$ cat src/rtl/ctrl_types_pkg.sv
// Shared control types for the key/value cache controller: sub-FSM command
// bundle, host opcodes, response status codes and sequencer states.
package ctrl_types_pkg;

    typedef struct packed {
        logic done;
        logic error;
    } sub_cmd_t;

    typedef enum logic [1:0] {
        OP_NOP = 2'd0,
        OP_GET = 2'd1,
        OP_PUT = 2'd2,
        OP_DEL = 2'd3
    } op_e;

    typedef enum logic [1:0] {
        STATUS_OK        = 2'd0,
        STATUS_NOT_FOUND = 2'd1,
        STATUS_FULL      = 2'd2,
        STATUS_TIMEOUT   = 2'd3
    } status_e;

    typedef enum logic [2:0] {
        ST_IDLE = 3'd0,
        ST_GET  = 3'd1,
        ST_PUT  = 3'd2,
        ST_DEL  = 3'd3,
        ST_RESP = 3'd4
    } seq_state_e;

    // Error outranks done; a failed PUT means the table is full, otherwise the key is missing.
    function automatic status_e cmd_status(input logic is_put, input sub_cmd_t cmd);
        if (cmd.error) begin
            return is_put ? STATUS_FULL : STATUS_NOT_FOUND;
        end else begin
            return STATUS_OK;
        end
    endfunction

endpackage

$ cat src/rtl/op_sequencer_if.sv
// Host request/response channel of the op sequencer (two valid/ready handshakes).
interface op_sequencer_if #(
    parameter int KEY_WIDTH   = 16,
    parameter int VALUE_WIDTH = 32
);
    import ctrl_types_pkg::*;

    logic                   req_valid;
    logic                   req_ready;
    op_e                    req_op;
    logic [KEY_WIDTH-1:0]   req_key;
    logic [VALUE_WIDTH-1:0] req_value;
    logic                   resp_valid;
    logic                   resp_ready;
    status_e                resp_status;
    logic [VALUE_WIDTH-1:0] resp_value;

    modport master (
        output req_valid, req_op, req_key, req_value, resp_ready,
        input  req_ready, resp_valid, resp_status, resp_value
    );

    modport slave (
        input  req_valid, req_op, req_key, req_value, resp_ready,
        output req_ready, resp_valid, resp_status, resp_value
    );
endinterface

$ cat src/rtl/op_timer.sv
// Watchdog counter for one operation: cleared outside op states, counts op cycles,
// flags expiry once the count reaches TIMEOUT_CYCLES-1.
module op_timer #(
    parameter int TIMEOUT_CYCLES = 64
) (
    input  logic clk,
    input  logic rst,
    input  logic clear,
    input  logic enable,
    output logic expired
);
    localparam int CW = $clog2(TIMEOUT_CYCLES);
    localparam logic [CW-1:0] LAST = CW'(TIMEOUT_CYCLES - 1);

    logic [CW-1:0] count_r;

    // Saturating cycle counter so a stalled abort cannot wrap back to zero.
    always_ff @(posedge clk or posedge rst) begin
        if (rst) begin
            count_r <= '0;
        end else if (clear) begin
            count_r <= '0;
        end else if (enable && (count_r != LAST)) begin
            count_r <= count_r + CW'(1);
        end else begin
            count_r <= count_r;
        end
    end

    assign expired = (count_r == LAST);
endmodule

$ cat src/rtl/op_sequencer.sv
// Command controller for the key/value cache: accepts one host request, runs the
// matching get/put/del sub-FSM under a watchdog, and returns a status response.
module op_sequencer
    import ctrl_types_pkg::*;
#(
    parameter int KEY_WIDTH      = 16,
    parameter int VALUE_WIDTH    = 32,
    parameter int TIMEOUT_CYCLES = 64
) (
    input  logic                   clk,
    input  logic                   rst,
    op_sequencer_if.slave          host,
    output logic [KEY_WIDTH-1:0]   key_out,
    output logic [VALUE_WIDTH-1:0] value_out,
    output logic                   get_en,
    output logic                   put_en,
    output logic                   del_en,
    output logic                   get_enter,
    output logic                   put_enter,
    output logic                   del_enter,
    input  sub_cmd_t               get_cmd,
    input  sub_cmd_t               put_cmd,
    input  sub_cmd_t               del_cmd,
    input  logic [VALUE_WIDTH-1:0] get_value_in
);
    seq_state_e             state_r;
    logic                   resp_valid_r;
    status_e                resp_status_r;
    logic [VALUE_WIDTH-1:0] resp_value_r;
    sub_cmd_t               cur_cmd_s;
    logic                   entry_s;
    logic                   in_op_s;
    logic                   expired_s;

    // Select the command of whichever sub-FSM is currently active.
    always_comb begin
        cur_cmd_s = '0;
        case (state_r)
            ST_GET:  cur_cmd_s = get_cmd;
            ST_PUT:  cur_cmd_s = put_cmd;
            ST_DEL:  cur_cmd_s = del_cmd;
            default: cur_cmd_s = '0;
        endcase
    end

    assign entry_s = get_enter | put_enter | del_enter;
    assign in_op_s = (state_r == ST_GET) || (state_r == ST_PUT) || (state_r == ST_DEL);

    op_timer #(.TIMEOUT_CYCLES(TIMEOUT_CYCLES)) u_timer (
        .clk     (clk),
        .rst     (rst),
        .clear   (!in_op_s),
        .enable  (in_op_s),
        .expired (expired_s)
    );

    // Sequencer FSM with all sub-FSM controls and response fields registered.
    always_ff @(posedge clk or posedge rst) begin
        if (rst) begin
            state_r       <= ST_IDLE;
            key_out       <= '0;
            value_out     <= '0;
            get_en        <= 1'b0;
            put_en        <= 1'b0;
            del_en        <= 1'b0;
            get_enter     <= 1'b0;
            put_enter     <= 1'b0;
            del_enter     <= 1'b0;
            resp_valid_r  <= 1'b0;
            resp_status_r <= STATUS_OK;
            resp_value_r  <= '0;
        end else begin
            case (state_r)
                ST_IDLE: begin
                    if (host.req_valid) begin
                        key_out      <= host.req_key;
                        value_out    <= host.req_value;
                        resp_value_r <= '0;
                        case (host.req_op)
                            OP_GET: begin
                                state_r   <= ST_GET;
                                get_en    <= 1'b1;
                                get_enter <= 1'b1;
                            end
                            OP_PUT: begin
                                state_r   <= ST_PUT;
                                put_en    <= 1'b1;
                                put_enter <= 1'b1;
                            end
                            OP_DEL: begin
                                state_r   <= ST_DEL;
                                del_en    <= 1'b1;
                                del_enter <= 1'b1;
                            end
                            default: begin
                                state_r       <= ST_RESP;
                                resp_valid_r  <= 1'b1;
                                resp_status_r <= STATUS_OK;
                            end
                        endcase
                    end else begin
                        state_r <= ST_IDLE;
                    end
                end
                ST_GET, ST_PUT, ST_DEL: begin
                    get_enter <= 1'b0;
                    put_enter <= 1'b0;
                    del_enter <= 1'b0;
                    // Completion is ignored in the entry cycle and beats a coincident timeout.
                    if (!entry_s && (cur_cmd_s.done || cur_cmd_s.error)) begin
                        state_r       <= ST_RESP;
                        get_en        <= 1'b0;
                        put_en        <= 1'b0;
                        del_en        <= 1'b0;
                        resp_valid_r  <= 1'b1;
                        resp_status_r <= cmd_status(state_r == ST_PUT, cur_cmd_s);
                        if ((state_r == ST_GET) && !cur_cmd_s.error) begin
                            resp_value_r <= get_value_in;
                        end else begin
                            resp_value_r <= '0;
                        end
                    end else if (expired_s) begin
                        state_r       <= ST_RESP;
                        get_en        <= 1'b0;
                        put_en        <= 1'b0;
                        del_en        <= 1'b0;
                        resp_valid_r  <= 1'b1;
                        resp_status_r <= STATUS_TIMEOUT;
                        resp_value_r  <= '0;
                    end else begin
                        state_r <= state_r;
                    end
                end
                ST_RESP: begin
                    if (host.resp_ready) begin
                        resp_valid_r <= 1'b0;
                        state_r      <= ST_IDLE;
                    end else begin
                        state_r <= ST_RESP;
                    end
                end
                default: begin
                    state_r      <= ST_IDLE;
                    get_en       <= 1'b0;
                    put_en       <= 1'b0;
                    del_en       <= 1'b0;
                    resp_valid_r <= 1'b0;
                end
            endcase
        end
    end

    assign host.req_ready   = (state_r == ST_IDLE);
    assign host.resp_valid  = resp_valid_r;
    assign host.resp_status = resp_status_r;
    assign host.resp_value  = resp_value_r;
endmodule

$ cat src/flat_wrapper.sv
// flat-port wrapper written by rule: the top's interface ports become plain ports
module op_sequencer_flat import ctrl_types_pkg::*;
#(
    parameter int KEY_WIDTH      = 16,
    parameter int VALUE_WIDTH    = 32,
    parameter int TIMEOUT_CYCLES = 64
)
  (clk, rst, key_out, value_out, get_en, put_en, del_en, get_enter, put_enter, del_enter, get_cmd, put_cmd, del_cmd, get_value_in, host_req_valid, host_req_op, host_req_key, host_req_value, host_resp_ready, host_req_ready, host_resp_valid, host_resp_status, host_resp_value);
  op_sequencer_if #(.KEY_WIDTH(KEY_WIDTH), .VALUE_WIDTH(VALUE_WIDTH)) host_i ();
  input  logic clk;
  input  logic rst;
  output logic [KEY_WIDTH-1:0] key_out;
  output logic [VALUE_WIDTH-1:0] value_out;
  output logic get_en;
  output logic put_en;
  output logic del_en;
  output logic get_enter;
  output logic put_enter;
  output logic del_enter;
  input  sub_cmd_t get_cmd;
  input  sub_cmd_t put_cmd;
  input  sub_cmd_t del_cmd;
  input  logic [VALUE_WIDTH-1:0] get_value_in;
  input wire logic [$bits(host_i.req_valid)-1:0] host_req_valid;
  input wire logic [$bits(host_i.req_op)-1:0] host_req_op;
  input wire logic [$bits(host_i.req_key)-1:0] host_req_key;
  input wire logic [$bits(host_i.req_value)-1:0] host_req_value;
  input wire logic [$bits(host_i.resp_ready)-1:0] host_resp_ready;
  output wire logic [$bits(host_i.req_ready)-1:0] host_req_ready;
  output wire logic [$bits(host_i.resp_valid)-1:0] host_resp_valid;
  output wire logic [$bits(host_i.resp_status)-1:0] host_resp_status;
  output wire logic [$bits(host_i.resp_value)-1:0] host_resp_value;
  assign host_i.req_valid = host_req_valid;
  assign host_i.req_op = host_req_op;
  assign host_i.req_key = host_req_key;
  assign host_i.req_value = host_req_value;
  assign host_i.resp_ready = host_resp_ready;
  assign host_req_ready = host_i.req_ready;
  assign host_resp_valid = host_i.resp_valid;
  assign host_resp_status = host_i.resp_status;
  assign host_resp_value = host_i.resp_value;
  op_sequencer #(.KEY_WIDTH(KEY_WIDTH), .VALUE_WIDTH(VALUE_WIDTH), .TIMEOUT_CYCLES(TIMEOUT_CYCLES)) u_core (.clk(clk), .rst(rst), .host(host_i), .key_out(key_out), .value_out(value_out), .get_en(get_en), .put_en(put_en), .del_en(del_en), .get_enter(get_enter), .put_enter(put_enter), .del_enter(del_enter), .get_cmd(get_cmd), .put_cmd(put_cmd), .del_cmd(del_cmd), .get_value_in(get_value_in));
endmodule
$ cat config.mk
export PLATFORM = sky130hd
export DESIGN_NAME = op_sequencer_flat
export DESIGN_NICKNAME = d
export VERILOG_FILES = /design/src/rtl/ctrl_types_pkg.sv /design/src/rtl/op_sequencer_if.sv /design/src/rtl/op_timer.sv /design/src/rtl/op_sequencer.sv /design/src/flat_wrapper.sv
export SDC_FILE = /design/constraint.sdc
export NUM_CORES = 1
export LEC_CHECK = 0
export CORE_ASPECT_RATIO = 0.75
export CORE_MARGIN = 2
export CORE_UTILIZATION = 40
export CTS_CLUSTER_SIZE = 12
export DETAILED_ROUTE_END_ITERATION = 10
export GPL_ROUTABILITY_DRIVEN = 0
export GPL_TIMING_DRIVEN = 0
export PLACE_DENSITY = 0.73
export SLEW_MARGIN = 0
export SYNTH_ARGS = -nofsm -noshare
export SYNTH_HDL_FRONTEND = slang
export SYNTH_SLANG_ARGS = --single-unit
$ cat constraint.sdc
create_clock -name clk -period 3.9 [get_ports clk]
set_input_delay 0.975 -clock clk [delete_from_list [all_inputs] [get_ports clk]]
set_output_delay 0.975 -clock clk [all_outputs]
set_load 0.01 [all_outputs]
==> results by group <==
Setup path
  – Library cell contributing the largest single delay on the critical path: clkdlybuf4s50_1
  – Kind of end point of the critical path: output port
  – Crit path DAT: around 2.0 ns
  – Critical path buffers and inverters: 2
  – Critical path's top delay family: buffers and inverters
  – Max incr delay on CP: between 0.5 and 0.6 ns
  – Data required time at the worst endpoint: 2.92 ns
  – Critical path type: flop to output port
  – Worst setup SP type: flop
  – Critical path peak fanout: 9
  – Cell chain of the critical path: or2_2 > buf_2 > nor2_1 > clkdlybuf4s50_1

Clocking
  – Count of hold buffers inserted by post-cts repair: 0
  – Clock transition at the registers of the reported paths: 0.06 ns
  – TritonCTS clock tree: yes
  – Cts repair resizes: 0
  – Number of buffers created by CTS: 9
  – Buffer levels on the longest clock path: 2
  – Postcts setup bufs: 0
  – Count of clock tree sinks: roughly 100
  – Cell at the root of the clock tree: clkbuf_16
  – H-tree Lvls: 3
  – Skew-Pair Late Insertion Delay: about 0.34 ns

Finish
  – Total number of nets in the final design: ~620
  – N_diodes: 0
  – Fraction of layout cells with a size suffix above 1: 0.168
  – Growth of design area from synthesis to finish: 55.4%
  – Non-filler cells in the finished layout: about 670

Synth
  – YS warnings: 0
  – Post-synth net total: 430
  – Mean cell area of the mapped netlist: about 12 sq um
  – Number of enable-type register cells in the synthesized netlist: 0
  – Synthesized flop and latch total: approximately 100
  – Predominant post-synthesis flop cell: dfrtp_1
  – Dominant cells by area after synthesis: dfrtp_1 (59%), mux2_2 (13%), a22oi_1 (5.8%)
  – Proportion of synthesized chip area in sequential cells: 0.590
  – Synth Instances: around 340
  – Most common cell in the synthesized netlist: dfrtp_1
  – Top cells by instance count after synthesis: dfrtp_1 (98), mux2_2 (49), inv_1 (39), a22oi_1 (32), o21ai_0 (29)
  – Proportion of netlist area held by the largest area contributor: 0.590
  – Share of synthesized registers carrying an async set or reset: 1.00
  – Number of different library cells in the post-synthesis netlist: 44
  – Synth Cell Area: around 0.0042 sq mm
  – Cell type with the largest total area after synthesis: dfrtp_1

Drt
  – Routed via count divided by cell count: 5.01
  – Number of routed nets with antenna violations: 0
  – Number of vias in the routed layout: 3365
  – Detail-routed net length per standard cell: between 15 and 20 um
  – Detailed Route Iter0 Violations: 162
  – Total Wirelength: about 11000 um
  – Remaining design rule violation count: 0
  – Pre-antenna DRT Iters: 4

Job
  – Max_cap viols: 0

GRT
  – Number of global-route vias before repair: 3483
  – Initial antenna violation count: 0
  – Global routing usage summed across all routing layers: 0.194
  – Remaining global-route overflow: 0
  – Wire length of the first global-routing pass: ~17000 um
  – Largest net degree at the start of global routing: between 50 and 60

STA
  – Number of failing hold endpoints at the final stage: 0
  – Tightest hold margin: roughly 0.50 ns
  – Final worst-path cycle share: 0.756
  – Worst path setup slack after routing: about 0.95 ns
  – Count of final max-slew check failures: 0
  – Max_slew headroom: 0.560
  – Post-Route Skew: ~0.0057 ns
  – Setup repair after global routing missed its margin: no
  – Setup_tns: 0 ns
  – Clock period minus worst slack: roughly 3 ns
  – Peak clock frequency supported by timing: ~340 MHz
  – Final number of setup-violating endpoints: 0
  – Slew at the pin closest to its max-slew limit: ~0.66 ns

Power
  – Final Total Pwr: ~4.2 mW
  – IR drop worst, VDD: ~0.58 mV
  – Static leakage power: roughly 2.6 nW
  – Power per cell area: around 650 mW/mm^2

Placed design
  – Total of buffers placed on input and output ports: 181
  – Post-place setup slack: between 1 and 1.5 ns
  – DP Cell Count: ~660
  – Half-perimeter wire length of the detailed placement result: around 8000 um

Floorplanning
  – Die extent in y: roughly 92 um
  – Floorplan row count: 32
  – Top-Level Pins: around 180
  – Floorplan core area: 0.0102 sq mm
  – Width of the die: 122 um
  – Die area: about 0.011 sq mm
  – Initial Utilization: 0.407

Worst hold path
  – Class of the worst hold path: flop to flop

Run status
  – Outcome: completed
## worst paths after layout
check,endpoint,cells after the start,slack [ns],from
min in group asynchronous,u_core.value_out[12],2,1.10,rst
worst max register to register,u_core.value_out[4],5,1.79,u_core.state_r[1]
max in group asynchronous,u_core.value_out[16],3,2.15,rst
worst min-delay path,u_core.host.resp_valid,2,0.50,u_core.host.resp_valid
worst min register to register,u_core.host.resp_valid,2,0.50,u_core.host.resp_valid
worst max-delay path,host_req_ready,4,0.95,u_core.state_r[1]
## routing by layer
metal	up-vias	GRT usage	share of wire
met5	-	0	0
li1	1588	-	-
met4	0	0.0594	0.018
met2	143	0.294	0.44
met3	14	0.105	0.12
met1	1620	0.240	0.42
## per-stage QoR
stage / util / area [sq um]
finish: 0.633 / 6460
global route: 0.633 / 6460
CTS: 0.633 / 6460
detailed placement: 0.604 / 6170
global placement: 0.601 / 6140
floorplan: - / 4160
## sequential cells by signal, summed over array words and instances (netlist names)
signal	count
u_core.value_out	32
u_core.host.resp_valid	1
u_core.key_out	16
u_core.put_en	1
u_core.state_r	3
u_core.del_enter	1
u_core.get_enter	1
u_core.del_en	1
u_core.get_en	1
u_core.host.resp_status	2
u_core.u_timer.count_r	6
u_core.put_enter	1
u_core.host.resp_value	32
## cells in the final DEF, fill, tap and decap left out, types with 2 or more instances in the layout
cell | Yosys | layout
nand2_1 | 6 | 6
dfrtp_1 | 98 | 98
nor2_1 | 8 | 8
clkdlybuf4s50_1 | 0 | 181
inv_1 | 39 | 38
mux2_2 | 49 | 49
nand2b_1 | 2 | 2
o21ai_1 | 9 | 9
clkbuf_8 | 0 | 3
a21oi_1 | 3 | 3
and3_1 | 2 | 2
a22oi_1 | 32 | 32
o21bai_1 | 3 | 3
buf_2 | 10 | 10
clkbuf_1 | 1 | 2
nor3_1 | 3 | 3
buf_6 | 5 | 5
nor2b_1 | 2 | 2
clkbuf_16 | 0 | 9
a31oi_1 | 7 | 7
o21a_1 | 2 | 2
o21ai_0 | 29 | 29
a32oi_1 | 3 | 3
clkinvlp_4 | 0 | 3
## cell families after synthesis
logic type               count (synthesis)  synth area share
AO/OA/AOI/OAI                           98             0.160
flip-flops                              98             0.590
buffers and inverters                   55            0.0617
multiplexers                            49             0.133
AND/OR/NAND/NOR                         35            0.0505
XOR/XNOR                                 1           0.00211
adder cells (fa/ha/maj)                  1           0.00301
## final cells by class
cell class	count	area [sq um]
Buffer	16	110
Clock buffer	13	270
Clock inverter	3	22.5
Fill cell	824	3750
Inverter	39	149
Multi-Input combinational cell	184	1450
Sequential cell	98	2450
Tap cell	136	170
Timing Repair Buffer	182	1840
## power breakdown
part	switching, mW	total (mW)	internal, mW
clock network	0.367	0.852	0.485
logic	0.768	1.81	1.04
registers	0.205	1.55	1.35
## worst register-to-register path, delay by kind of cell, from the launching register on
kind	cells	cell delay, ns
buf+inv	2	0.41
mux	1	0.35
simple gates	2	0.77
flops	1	0.46
Note: power is estimated with default switching activity, not from simulation.
